===== config.mk =====
export PLATFORM = sky130hd
export DESIGN_NAME = shifter_video_planar
export DESIGN_NICKNAME = d
export VERILOG_FILES = /design/src/rtl/shifter_pkg.sv /design/src/rtl/shifter_plane_reg.sv /design/src/rtl/shifter_video_planar.sv
export SDC_FILE = /design/constraint.sdc
export NUM_CORES = 1
export LEC_CHECK = 0
export ABC_CLOCK_PERIOD_IN_PS = 5100
export CAP_MARGIN = 20
export CORE_UTILIZATION = 63
export CTS_BUF_LIST = sky130_fd_sc_hd__clkbuf_8
export CTS_CLUSTER_SIZE = 10
export DETAILED_ROUTE_END_ITERATION = 8
export PLACE_DENSITY = 0.87
export SKIP_LAST_GASP = 1
export SLEW_MARGIN = 10
export SYNTH_ARGS = -nofsm -noshare
export SYNTH_HDL_FRONTEND = slang
export SYNTH_SLANG_ARGS = --single-unit
export TNS_END_PERCENT = 20

===== constraint.sdc =====
create_clock -name clk32 -period 5.1 [get_ports clk32]
set_clock_uncertainty 0.15 [all_clocks]
set_input_delay 1.02 -clock clk32 [delete_from_list [all_inputs] [get_ports clk32]]
set_output_delay 1.02 -clock clk32 [all_outputs]
set_load 0.03 [all_outputs]

===== src/rtl/shifter_pkg.sv =====
// -----------------------------------------------------------------------------
// shifter_pkg
// Shared types and helpers for the planar video shifter.
//   state_e        : line state machine encoding (exposed on the debug port)
//   MODE_*         : encodings of the 2-bit plane-count mode input
//   planes_active  : active plane count for a mode, clamped to the physical
//                    number of plane shift registers
// -----------------------------------------------------------------------------
package shifter_pkg;

  typedef enum logic [1:0] {
    ST_IDLE  = 2'd0,
    ST_FILL  = 2'd1,
    ST_RUN   = 2'd2,
    ST_DRAIN = 2'd3
  } state_e;

  localparam logic [1:0] MODE_1P = 2'd0;
  localparam logic [1:0] MODE_2P = 2'd1;
  localparam logic [1:0] MODE_4P = 2'd2;
  localparam logic [1:0] MODE_8P = 2'd3;

  function automatic int unsigned planes_active(input logic [1:0] mode,
                                                input int unsigned planes);
    int unsigned req;
    case (mode)
      MODE_1P: req = 1;
      MODE_2P: req = 2;
      MODE_4P: req = 4;
      MODE_8P: req = 8;
      default: req = 1;
    endcase
    return (req < planes) ? req : planes;
  endfunction

endpackage


===== src/rtl/shifter_plane_reg.sv =====
// -----------------------------------------------------------------------------
// shifter_plane_reg
// One bitplane shift register. A parallel load takes priority over shifting;
// the loaded word is pre-shifted left by shamt_i with zero fill so the first
// visible pixel can start mid-word (fine horizontal scroll).
// Ports:
//   clk_i    : clock, posedge
//   reset_i  : synchronous active-high reset, clears the register
//   load_i   : parallel load of data_i << shamt_i
//   shift_i  : shift left by one, zero in (ignored while load_i is high)
//   data_i   : word to load
//   shamt_i  : pre-shift amount for the load
//   msb_o    : current pixel bit (register MSB)
// -----------------------------------------------------------------------------
module shifter_plane_reg
  import shifter_pkg::*;
#(
  parameter int WORD_W   = 16,
  parameter int SCROLL_W = 4
) (
  input  logic                clk_i,
  input  logic                reset_i,
  input  logic                load_i,
  input  logic                shift_i,
  input  logic [WORD_W-1:0]   data_i,
  input  logic [SCROLL_W-1:0] shamt_i,
  output logic                msb_o
);

  logic [WORD_W-1:0] sh_q, sh_d;

  always_comb begin
    sh_d = sh_q;
    if (load_i) begin
      sh_d = data_i << shamt_i;
    end else if (shift_i) begin
      sh_d = {sh_q[WORD_W-2:0], 1'b0};
    end
  end

  always_ff @(posedge clk_i) begin
    if (reset_i) begin
      sh_q <= '0;
    end else begin
      sh_q <= sh_d;
    end
  end

  assign msb_o = sh_q[WORD_W-1];

endmodule


===== src/rtl/shifter_video_planar.sv =====
// -----------------------------------------------------------------------------
// shifter_video_planar
// Bitplane video shifter. Plane words arriving on the DMA stream are collected
// into a group buffer; every WORD_W pixels the buffer is transferred into a
// bank of per-plane shift registers, which then emit one colour index per
// pixel enable. Line parameters (plane count, fine scroll) are latched at the
// rising edge of de.
//
// Optional build macro: SHIFTER_BORDER_COLOR_EN adds input border_idx, which
// is shown instead of 0 whenever no fetched pixel data is on the output.
//
// Ports:
//   clk32        : system clock, posedge
//   reset        : synchronous active-high reset
//   pix_en       : one-cycle pixel enable
//   de           : display enable
//   load, din    : word strobe and plane word (plane 0 first in a group).
//                  load is a plain one-cycle strobe with no backpressure: a
//                  word offered while the buffer is full (and not being
//                  emptied that cycle) is dropped and flagged as overrun.
//   mode         : active planes 0=1,1=2,2=4,3=8 (clamped to PLANES)
//   hscroll      : fine scroll in pixels
//   border_idx   : border colour (only with SHIFTER_BORDER_COLOR_EN)
//   reload       : pulse with the shift-register transfer from the buffer
//   pix_valid    : colour index carries fetched pixel data
//   color_index  : register MSBs, inactive planes forced to 0
//   underrun     : sticky, group boundary reached with buffer incomplete
//   overrun      : sticky, word dropped because the buffer was full
//   dbg_state_o  : current line state (state_e encoding)
// -----------------------------------------------------------------------------
module shifter_video_planar
  import shifter_pkg::*;
#(
  parameter int PLANES   = 4,
  parameter int WORD_W   = 16,
  parameter int SCROLL_W = 4
) (
  input  logic                clk32,
  input  logic                reset,
  input  logic                pix_en,
  input  logic                de,
  input  logic                load,
  input  logic [WORD_W-1:0]   din,
  input  logic [1:0]          mode,
  input  logic [SCROLL_W-1:0] hscroll,
`ifdef SHIFTER_BORDER_COLOR_EN
  input  logic [PLANES-1:0]   border_idx,
`endif
  output logic                reload,
  output logic                pix_valid,
  output logic [PLANES-1:0]   color_index,
  output logic                underrun,
  output logic                overrun,
  output logic [1:0]          dbg_state_o
);

  localparam int CNT_W = $clog2(PLANES + 1);
  localparam logic [SCROLL_W-1:0] PCNT_LAST = SCROLL_W'(WORD_W - 1);

  state_e              state_q, state_d;
  logic                de_q;
  logic [CNT_W-1:0]    wcnt_q, wcnt_d;
  logic [CNT_W-1:0]    pact_q, pact_d;
  logic [SCROLL_W-1:0] scroll_q, scroll_d;
  logic [SCROLL_W-1:0] pcnt_q, pcnt_d;
  logic [WORD_W-1:0]   buf_q [PLANES];
  logic [WORD_W-1:0]   buf_d [PLANES];
  logic                reload_q, reload_d;
  logic                valid_q, valid_d;
  logic                under_q, under_d;
  logic                over_q, over_d;

  logic                de_rise;
  logic                buf_full;
  logic                at_last;
  logic                do_reload;   // buffer -> shift registers
  logic                do_zero;     // underrun: shift registers <- 0
  logic                do_shift;
  logic                load_ok;
  logic [SCROLL_W-1:0] pre_shift;
  logic [PLANES-1:0]   msb;
  logic [PLANES-1:0]   act_mask;
  logic [PLANES-1:0]   idle_color;

  // ---------------------------------------------------------------------------
  // Next-state / datapath control
  // ---------------------------------------------------------------------------
  always_comb begin
    de_rise   = de && !de_q;
    buf_full  = (wcnt_q == pact_q);
    at_last   = pix_en && (pcnt_q == PCNT_LAST);

    do_reload = 1'b0;
    do_zero   = 1'b0;
    do_shift  = 1'b0;
    load_ok   = 1'b0;
    pre_shift = '0;

    state_d   = state_q;
    wcnt_d    = wcnt_q;
    pact_d    = pact_q;
    scroll_d  = scroll_q;
    pcnt_d    = pcnt_q;
    buf_d     = buf_q;
    reload_d  = 1'b0;
    valid_d   = valid_q;
    under_d   = under_q;
    over_d    = over_q;

    unique case (state_q)
      ST_IDLE: begin
        if (de_rise) begin
          state_d  = ST_FILL;
          wcnt_d   = '0;
          under_d  = 1'b0;
          over_d   = 1'b0;
          pact_d   = CNT_W'(planes_active(mode, PLANES));
          scroll_d = hscroll;
        end
      end
      ST_FILL: begin
        load_ok = de;
        if (!de) begin
          state_d = ST_IDLE;
        end else if (pix_en && buf_full) begin
          // First group of the line enters pre-shifted by the fine scroll,
          // so the pixel counter starts at the scroll value as well.
          do_reload = 1'b1;
          pre_shift = scroll_q;
          pcnt_d    = scroll_q;
          state_d   = ST_RUN;
        end
      end
      ST_RUN: begin
        load_ok = 1'b1;
        if (at_last) begin
          if (buf_full) begin
            do_reload = 1'b1;
          end else begin
            do_zero = 1'b1;
          end
          pcnt_d = '0;
        end else if (pix_en) begin
          do_shift = 1'b1;
          pcnt_d   = pcnt_q + 1'b1;
        end
        // A boundary reload in the same cycle still completes.
        if (!de) begin
          state_d = ST_DRAIN;
        end
      end
      ST_DRAIN: begin
        if (pix_en) begin
          do_shift = 1'b1;
          pcnt_d   = pcnt_q + 1'b1;
          if (pcnt_q == PCNT_LAST) begin
            state_d = ST_IDLE;
            valid_d = 1'b0;
          end
        end
      end
      default: state_d = ST_IDLE;
    endcase

    if (do_reload) begin
      reload_d = 1'b1;
      valid_d  = 1'b1;
      wcnt_d   = '0;
    end
    // Partial buffer contents are kept on underrun so a late word can still
    // complete the group for the following boundary.
    if (do_zero) begin
      valid_d = 1'b0;
      under_d = 1'b1;
    end

    if (load && load_ok) begin
      if (do_reload) begin
        buf_d[0] = din;
        wcnt_d   = CNT_W'(1);
      end else if (buf_full) begin
        over_d = 1'b1;
      end else begin
        for (int p = 0; p < PLANES; p++) begin
          if (wcnt_q == CNT_W'(p)) begin
            buf_d[p] = din;
          end
        end
        wcnt_d = wcnt_q + 1'b1;
      end
    end
  end

  // ---------------------------------------------------------------------------
  // State registers
  // ---------------------------------------------------------------------------
  always_ff @(posedge clk32) begin
    if (reset) begin
      state_q  <= ST_IDLE;
      de_q     <= 1'b0;
      wcnt_q   <= '0;
      pact_q   <= '0;
      scroll_q <= '0;
      pcnt_q   <= '0;
      reload_q <= 1'b0;
      valid_q  <= 1'b0;
      under_q  <= 1'b0;
      over_q   <= 1'b0;
      for (int p = 0; p < PLANES; p++) begin
        buf_q[p] <= '0;
      end
    end else begin
      state_q  <= state_d;
      de_q     <= de;
      wcnt_q   <= wcnt_d;
      pact_q   <= pact_d;
      scroll_q <= scroll_d;
      pcnt_q   <= pcnt_d;
      reload_q <= reload_d;
      valid_q  <= valid_d;
      under_q  <= under_d;
      over_q   <= over_d;
      for (int p = 0; p < PLANES; p++) begin
        buf_q[p] <= buf_d[p];
      end
    end
  end

  // ---------------------------------------------------------------------------
  // Plane shift registers
  // ---------------------------------------------------------------------------
  for (genvar g = 0; g < PLANES; g++) begin : g_plane
    shifter_plane_reg #(
      .WORD_W   (WORD_W),
      .SCROLL_W (SCROLL_W)
    ) u_reg (
      .clk_i   (clk32),
      .reset_i (reset),
      .load_i  (do_reload | do_zero),
      .shift_i (do_shift),
      .data_i  (do_zero ? '0 : buf_q[g]),
      .shamt_i (pre_shift),
      .msb_o   (msb[g])
    );
  end

  // ---------------------------------------------------------------------------
  // Output decode
  // ---------------------------------------------------------------------------
`ifdef SHIFTER_BORDER_COLOR_EN
  assign idle_color = border_idx;
`else
  assign idle_color = '0;
`endif

  always_comb begin
    for (int p = 0; p < PLANES; p++) begin
      act_mask[p] = (CNT_W'(p) < pact_q);
    end
    color_index = valid_q ? (msb & act_mask) : idle_color;
  end

  assign reload      = reload_q;
  assign pix_valid   = valid_q;
  assign underrun    = under_q;
  assign overrun     = over_q;
  assign dbg_state_o = state_q;

endmodule


After elaboration in Yosys (flattened, before gate mapping)
Index checks and enable logic that the tools add are counted.
{ "word_totals": {"input_bits": 27, "out_inout_bits": 10, "elab_cells": 147, "regBits": 149} }
{ "classes": {"n_eq_ne": 19, "mux": 69, "bitwise": 4, "n_addsub": 2, "n_lt_le_gt_ge": 5, "shift": 4, "n_reduce_logical": 26} }
{ "ops": {"columns": ["op", "n"], "rows": [
  ["2-to-1 mux 16 bit", 17],
  ["one-hot mux 32 bit (4 select lines)", 1],
  ["2-to-1 mux 32 bit", 2],
  ["2-to-1 mux 64 bit", 1],
  ["<< shifter 16 x 4 -> 16 bit", 4],
  ["less-than comparator 32 x 3 -> 1 bit (second input constant)", 1],
  ["2-to-1 mux 4 bit", 8],
  ["2-to-1 mux 1 bit", 22],
  ["2-to-1 mux 3 bit", 7],
  ["nonzero test 2 bit", 7],
  ["2-to-1 mux 2 bit", 6],
  ["!= test 2 bit (second input constant)", 6],
  ["one-hot mux 4 bit (3 select lines)", 1],
  ["AND reduction 4 bit", 3],
  ["AND reduction 3 bit", 3],
  ["== test 2 bit (second input constant)", 4],
  ["one-hot mux 2 bit (4 select lines)", 1],
  ["== test 3 x 2 -> 1 bit (second input constant)", 2],
  ["less-than comparator 1 x 3 -> 1 bit (first input constant)", 2],
  ["less-than comparator 2 x 3 -> 1 bit (first input constant)", 2],
  ["one-hot mux 1 bit (2 select lines)", 3],
  ["AND reduction 5 bit", 1],
  ["adder 4 x 1 -> 4 bit (second input constant)", 1],
  ["bitwise AND 4 bit", 1],
  ["16 further kinds", 23]
]} }

Logic depth before layout (Yosys ltp)
{ "logic_depth": {"depth_word": 9, "mapped_depth": 13, "ltp_nobuf": 8} }

Cells and area by module
From an unflattened synthesis, not the netlist that was laid out.
{ "hier_totals": {"hier_cells": 1007, "area_unflattened_um2": 9731.8} }
{ "by_module_without_submodules": {"columns": ["mod", "area_per_inst_um2", "seq_area_each_um2", "cells_per_inst", "instances"], "rows": [
  ["shifter_plane_reg", 1406.3, 320.3, 129, 4],
  ["shifter_video_planar", 4106.4, 1701.6, 491, 1]
]} }

Worst setup path after synthesis
No wires, ideal clock.
{ "synth_path": {"path_type": "input -> register", "from": "input port pix_en", "to": "register g_plane[1].u_reg.sh_q[15]", "path_stages": 8, "t_required_ns": 4.834, "setup_ns": 0.116, "slack_ns": 1.995, "t_arrival_ns": 2.838, "path_cell_list": "buf_2 -> and4_1 -> buf_2 -> nand4_4 -> mux4_2 -> and2_1 -> or4_1 -> o211a_1"} }
{ "synth_via": {"elab_chain_len": 6} }
{ "synth_rtl": {"columns": ["element", "line_no", "text"], "rows": [
  ["start, declared", "shifter_video_planar.sv:40", "input logic pix_en,"],
  ["logical AND 1 bit, on equally long branches", "shifter_video_planar.sv:91, shifter_video_planar.sv:125", null],
  ["2-to-1 mux 1 bit, or another cell as far along", "shifter_video_planar.sv:136", "if (at_last) begin"],
  ["2-to-1 mux 1 bit, or another cell as far along", "shifter_video_planar.sv:110", "unique case (state_q)"],
  ["2-to-1 mux 16 bit, or another cell as far along", "shifter_video_planar.sv:241", ".data_i (do_zero ? '0 : buf_q[g]),"],
  ["<< shifter 16 x 4 -> 16 bit / bitwise OR 1 bit (equally long branches)", "shifter_plane_reg.sv:35, shifter_video_planar.sv:239", null],
  ["2-to-1 mux 16 bit / nonzero test 2 bit (equally long branches)", null, null],
  ["end signal, assigned", "shifter_plane_reg.sv:43", "sh_q <= '0;"],
  ["end signal, assigned", "shifter_plane_reg.sv:45", "sh_q <= sh_d;"],
  ["end, declared", "shifter_plane_reg.sv:30", "logic [WORD_W-1:0] sh_q, sh_d;"]
]} }
Parallel ways exist; a longest one is shown, timed or not.
A chain may end at the register's enable or synchronous reset.

Worst setup path in the final report
{ "layout_path": {"from": "input port pix_en", "to": "register buf_q[56] (netlist name)"} }
{ "layout_via": {"elab_chain_len": 6} }
{ "layout_rtl": {"columns": ["element", "line_no", "text"], "rows": [
  ["logical AND 1 bit", "shifter_video_planar.sv:125", "end else if (pix_en && buf_full) begin"],
  ["2-to-1 mux 1 bit", "shifter_video_planar.sv:125", null],
  ["2-to-1 mux 1 bit", "shifter_video_planar.sv:123", "if (!de) begin"],
  ["one-hot mux 1 bit (2 select lines) *", "shifter_video_planar.sv:110", null],
  ["!= test 2 x 1 -> 1 bit (no source line) / nonzero test 2 bit (equally long branches)", null, null],
  ["AND reduction 3 bit (no source line)", null, null],
  ["end signal, assigned by index", "shifter_video_planar.sv:224", "buf_q[p] <= buf_d[p];"],
  ["end, declared", "shifter_video_planar.sv:66", "logic [WORD_W-1:0] buf_q [PLANES];"]
]} }
Every way passes the cells marked *; elsewhere a longest branch is shown, timed or not.

==> results.md <==
* HP Class: reg -> reg
* Port bufs at 36
* Nets at 1237
* Synth Area per Inst at 7.72 um2
* Post-synth top area cell: dfxtp_1
* Slowest-stage cell, CP: clkdlybuf4s50_1
* Syn. warnings at 0
* Commonest non-fill, non-tap cell in the layout: nand2_1
* Reg-to-reg endpoint: buf_q[10]$_SDFFE_PP0P_
* ANT nets after route at 0
* Multi-input gate area at 5950 um2
* EDFF count, synth at 0
* Synth Cell Area at 9420 um2
* GRT overflow at 0
* H-tree depth at 4
* Die X at 124 um
* DR vias at 10.2k
* Critical Path Fanout Max at 19
* Vias in the first global route at 9528
* Max incr delay on CP at 0.90 ns
* TritonCTS clock tree: built
* #FFs+latches synth at 149
* RSZ-0062 raised after global routing: false
* Global routing met1 resource utilization at 64.3%
* Detailed placer's ending HPWL at 25400 um
* Setup CP Type: in -> reg
* DRC at 12
* Max_slew headroom at 23.5%
* Max-cap violations at 0
* Die Y at 124 um
* Worst path depth at 7
* Final Max Slew Viols at 0
* Yosys cell types at 78
* Routability cong. at 1.06
* CTS clk-pin slew, worst paths at 0.09 ns
* Wire length of the first global-routing pass at 56500 um
* Worst slack, placed at 0.631 ns
* Starting density of the core at 64.8%
* Cts bufs inserted at 17
* Worst hold path depth at 2
* Post-cts sizing count at 0
* First DRT Iteration DRCs at 1878
* Most frequent cells in the layout: nand2_1 (151), dfxtp_1 (149), nor2_1 (133), a21oi_1 (102), nand3_1 (89)
* Worst Max-Slew Pin Slew at 1.14 ns
* WP data required at 5.29 ns
* Reg2Reg Launch Point: pact_q[2]$_SDFFE_PP0P_
* Outcome: finished with violations
* Final worst path period need at 4.23 ns
* Syn_nets at 1257
* Worst setup margin at 0.865 ns
* Layout cells sized above 1 at 8.74%
* CP most frequent cell: nor2_1
* Lkg Pwr at 3.65 nW
* PD cells at 247 nW/um2
* Sequential element share of the synthesized area at 31.7%
* Final setup violation count at 0
* Initial antenna violation count at 0
* R2R Setup Slk at 1.41 ns
* FF+latch area at 2980 um2
* Failing checks: DRC
* Top cells by area, synth: dfxtp_1 (32%), mux2i_1 (9.1%), nand2_1 (6.0%)
* TritonRoute pass-1 iters at 9
* F_max at 0.236 GHz
* Cells after synthesis at 1220
* CP top delay family: compound AO/OA/AOI/OAI gates
* GR Layer Usage met2 at 65.4%
* CTS max path bufs at 2
* CP cell instances: clkdlybuf4s50_1, nand4_1, nor2_1, o211ai_1, a21oi_4, mux2i_1, nor2_1
* Crit share post-route at 83.0%
* CP arrival at 4.42 ns
* Diode count at 0
* Total wire length at 36500 um
* Startpoint Class: input pin
* Synth async-reset ratio at 0%
* Largest net degree at the start of global routing at 71
* Setup bufs post-CTS at 0
* Tot GR Track Use at 47.2%
* Clk root buf: clkbuf_8
* WP buf/inv at 1
* Die area at 15400 um2
* # clock sinks at 149
* Setup TNS at 0 ns
* Reg2Reg Depth at 7
* Share of the synthesized area in the top cell type at 31.7%
* Core area at 14500 um2
* Routed WL per cell at 26.2 um
* Worst-Skew Late Latency at 0.49 ns
* Worst Hold Path EP: buf_q[31]$_SDFFE_PP0P_
* Gr busiest metal: met2
* Min-delay src: buf_q[31]$_SDFFE_PP0P_
* Ys flop type: dfxtp_1
* Peak VDD IR at 0.267 mV
* GR Layer Usage met3 at 17.0%
* Crit. End Element: register
* Post-CTS Hold Fix Bufs at 0
* IO Count at 37
* Critical Path Source: pix_en
* Hold Violations, Final at 0
* # rows at 44
* Area grow syn2layout at 8.53%
* Vias per cell at 7.33
* Filler instances at 1192
[cell families after synthesis]
kind of cell	share of synthesized area, %
flip-flops	31.7
AO/OA/AOI/OAI	26.9
buffers and inverters	5.46
XOR/XNOR	1.32
adder cells (fa/ha/maj)	1.33
AND/OR/NAND/NOR	22.1
multiplexers	11.2
[worst reg2reg max path: cells and delay by family, from the launching register on]
family | cells | cell delay [ns]
AOI/OAI and AO/OA | 1 | 0.08
xor gates and xnor gates | 1 | 0.95
buffers and inverters | 1 | 0.29
DFF | 1 | 0.65
and+or+nand+nor | 4 | 1.43
[synthesized netlist by cell type (3+ instances only)]
library cell	n
a41oi_1	3
o31a_1	3
o221a_2	4
nor3_1	13
and3_1	8
buf_4	5
a32oi_1	7
nand3_1	90
a211o_1	4
buf_2	36
o32ai_1	11
mux2i_1	86
nand3b_1	4
a311oi_1	4
a22oi_1	13
nor3b_1	3
clkbuf_1	64
a22o_1	3
a221o_1	4
xnor2_4	3
a221oi_1	7
dfxtp_1	149
o21ai_1	3
inv_1	13
o221ai_1	6
ha_1	10
a21o_1	5
a21oi_1	102
a31oi_1	14
o21ai_0	86
o22ai_1	23
o21a_1	3
nor2_1	133
and4_1	5
a211oi_1	29
o22a_1	3
o31ai_1	5
o211a_1	6
nand4_1	13
a2bb2oi_1	3
nand2b_1	8
nand2_1	151
mux2_2	13
o211ai_1	9
o2bb2ai_1	7
[power by group]
part           switching [mW]  internal, mW
logic                   0.246         0.123
clock network           0.512         0.402
registers              0.0375          1.20
total                   0.796          1.73
[layer usage]
metal	wire length (um)	up-vias
met5	0	-
met4	1860	0
met3	5300	172
met2	14800	893
met1	14600	4703
li1	-	4472
[worst max-delay path by stage]
stage	to	slack [ns]
after floorplan	g_plane[1].u_reg.sh_q[15]$_SDFFE_PP0P_	2.00
after global placement	buf_q[52]$_SDFFE_PP0P_	0.72
after detailed placement	buf_q[60]$_SDFFE_PP0P_	0.63
after CTS	buf_q[56]$_SDFFE_PP0P_	1.03
after global routing	buf_q[56]$_SDFFE_PP0P_	0.70
final	buf_q[56]$_SDFFE_PP0P_	0.87
[per-stage QoR]
step	cells	util [%]	power (mW)	area, um2	hold WS, ns
2_1_floorplan	1220	-	1.49	9420	0.267
3_3_place_gp	1365	67.7	1.61	9840	0.296
3_5_place_dp	1365	67.7	1.61	9840	0.298
4_1_cts	1397	70.3	2.49	10200	0.318
5_1_grt	1397	70.3	2.58	10200	0.329
6_report	1397	70.3	2.52	10200	0.321
[sequential cells by signal (all words and copies together) (netlist names), named ones only]
signal              cells
dbg_state_o             1
wcnt_q                  3
g_plane.u_reg.sh_q     64
pix_valid               1
underrun                1
reload                  1
buf_q                  64
pcnt_q                  4
de_q                    1
pact_q                  3
overrun                 1
scroll_q                4
[final cells by class]
| type | instances | area share, % |
|---|---|---|
| sequential | 149 | 29.2 |
| inverter | 13 | 0.478 |
| tap | 184 | 2.25 |
| timing repair buffer | 68 | 6.22 |
| clock buffer | 18 | 2.42 |
| clock inverter | 14 | 1.24 |
| multi-input combinational | 951 | 58.2 |
Note: power is estimated with default switching activity, not from simulation.
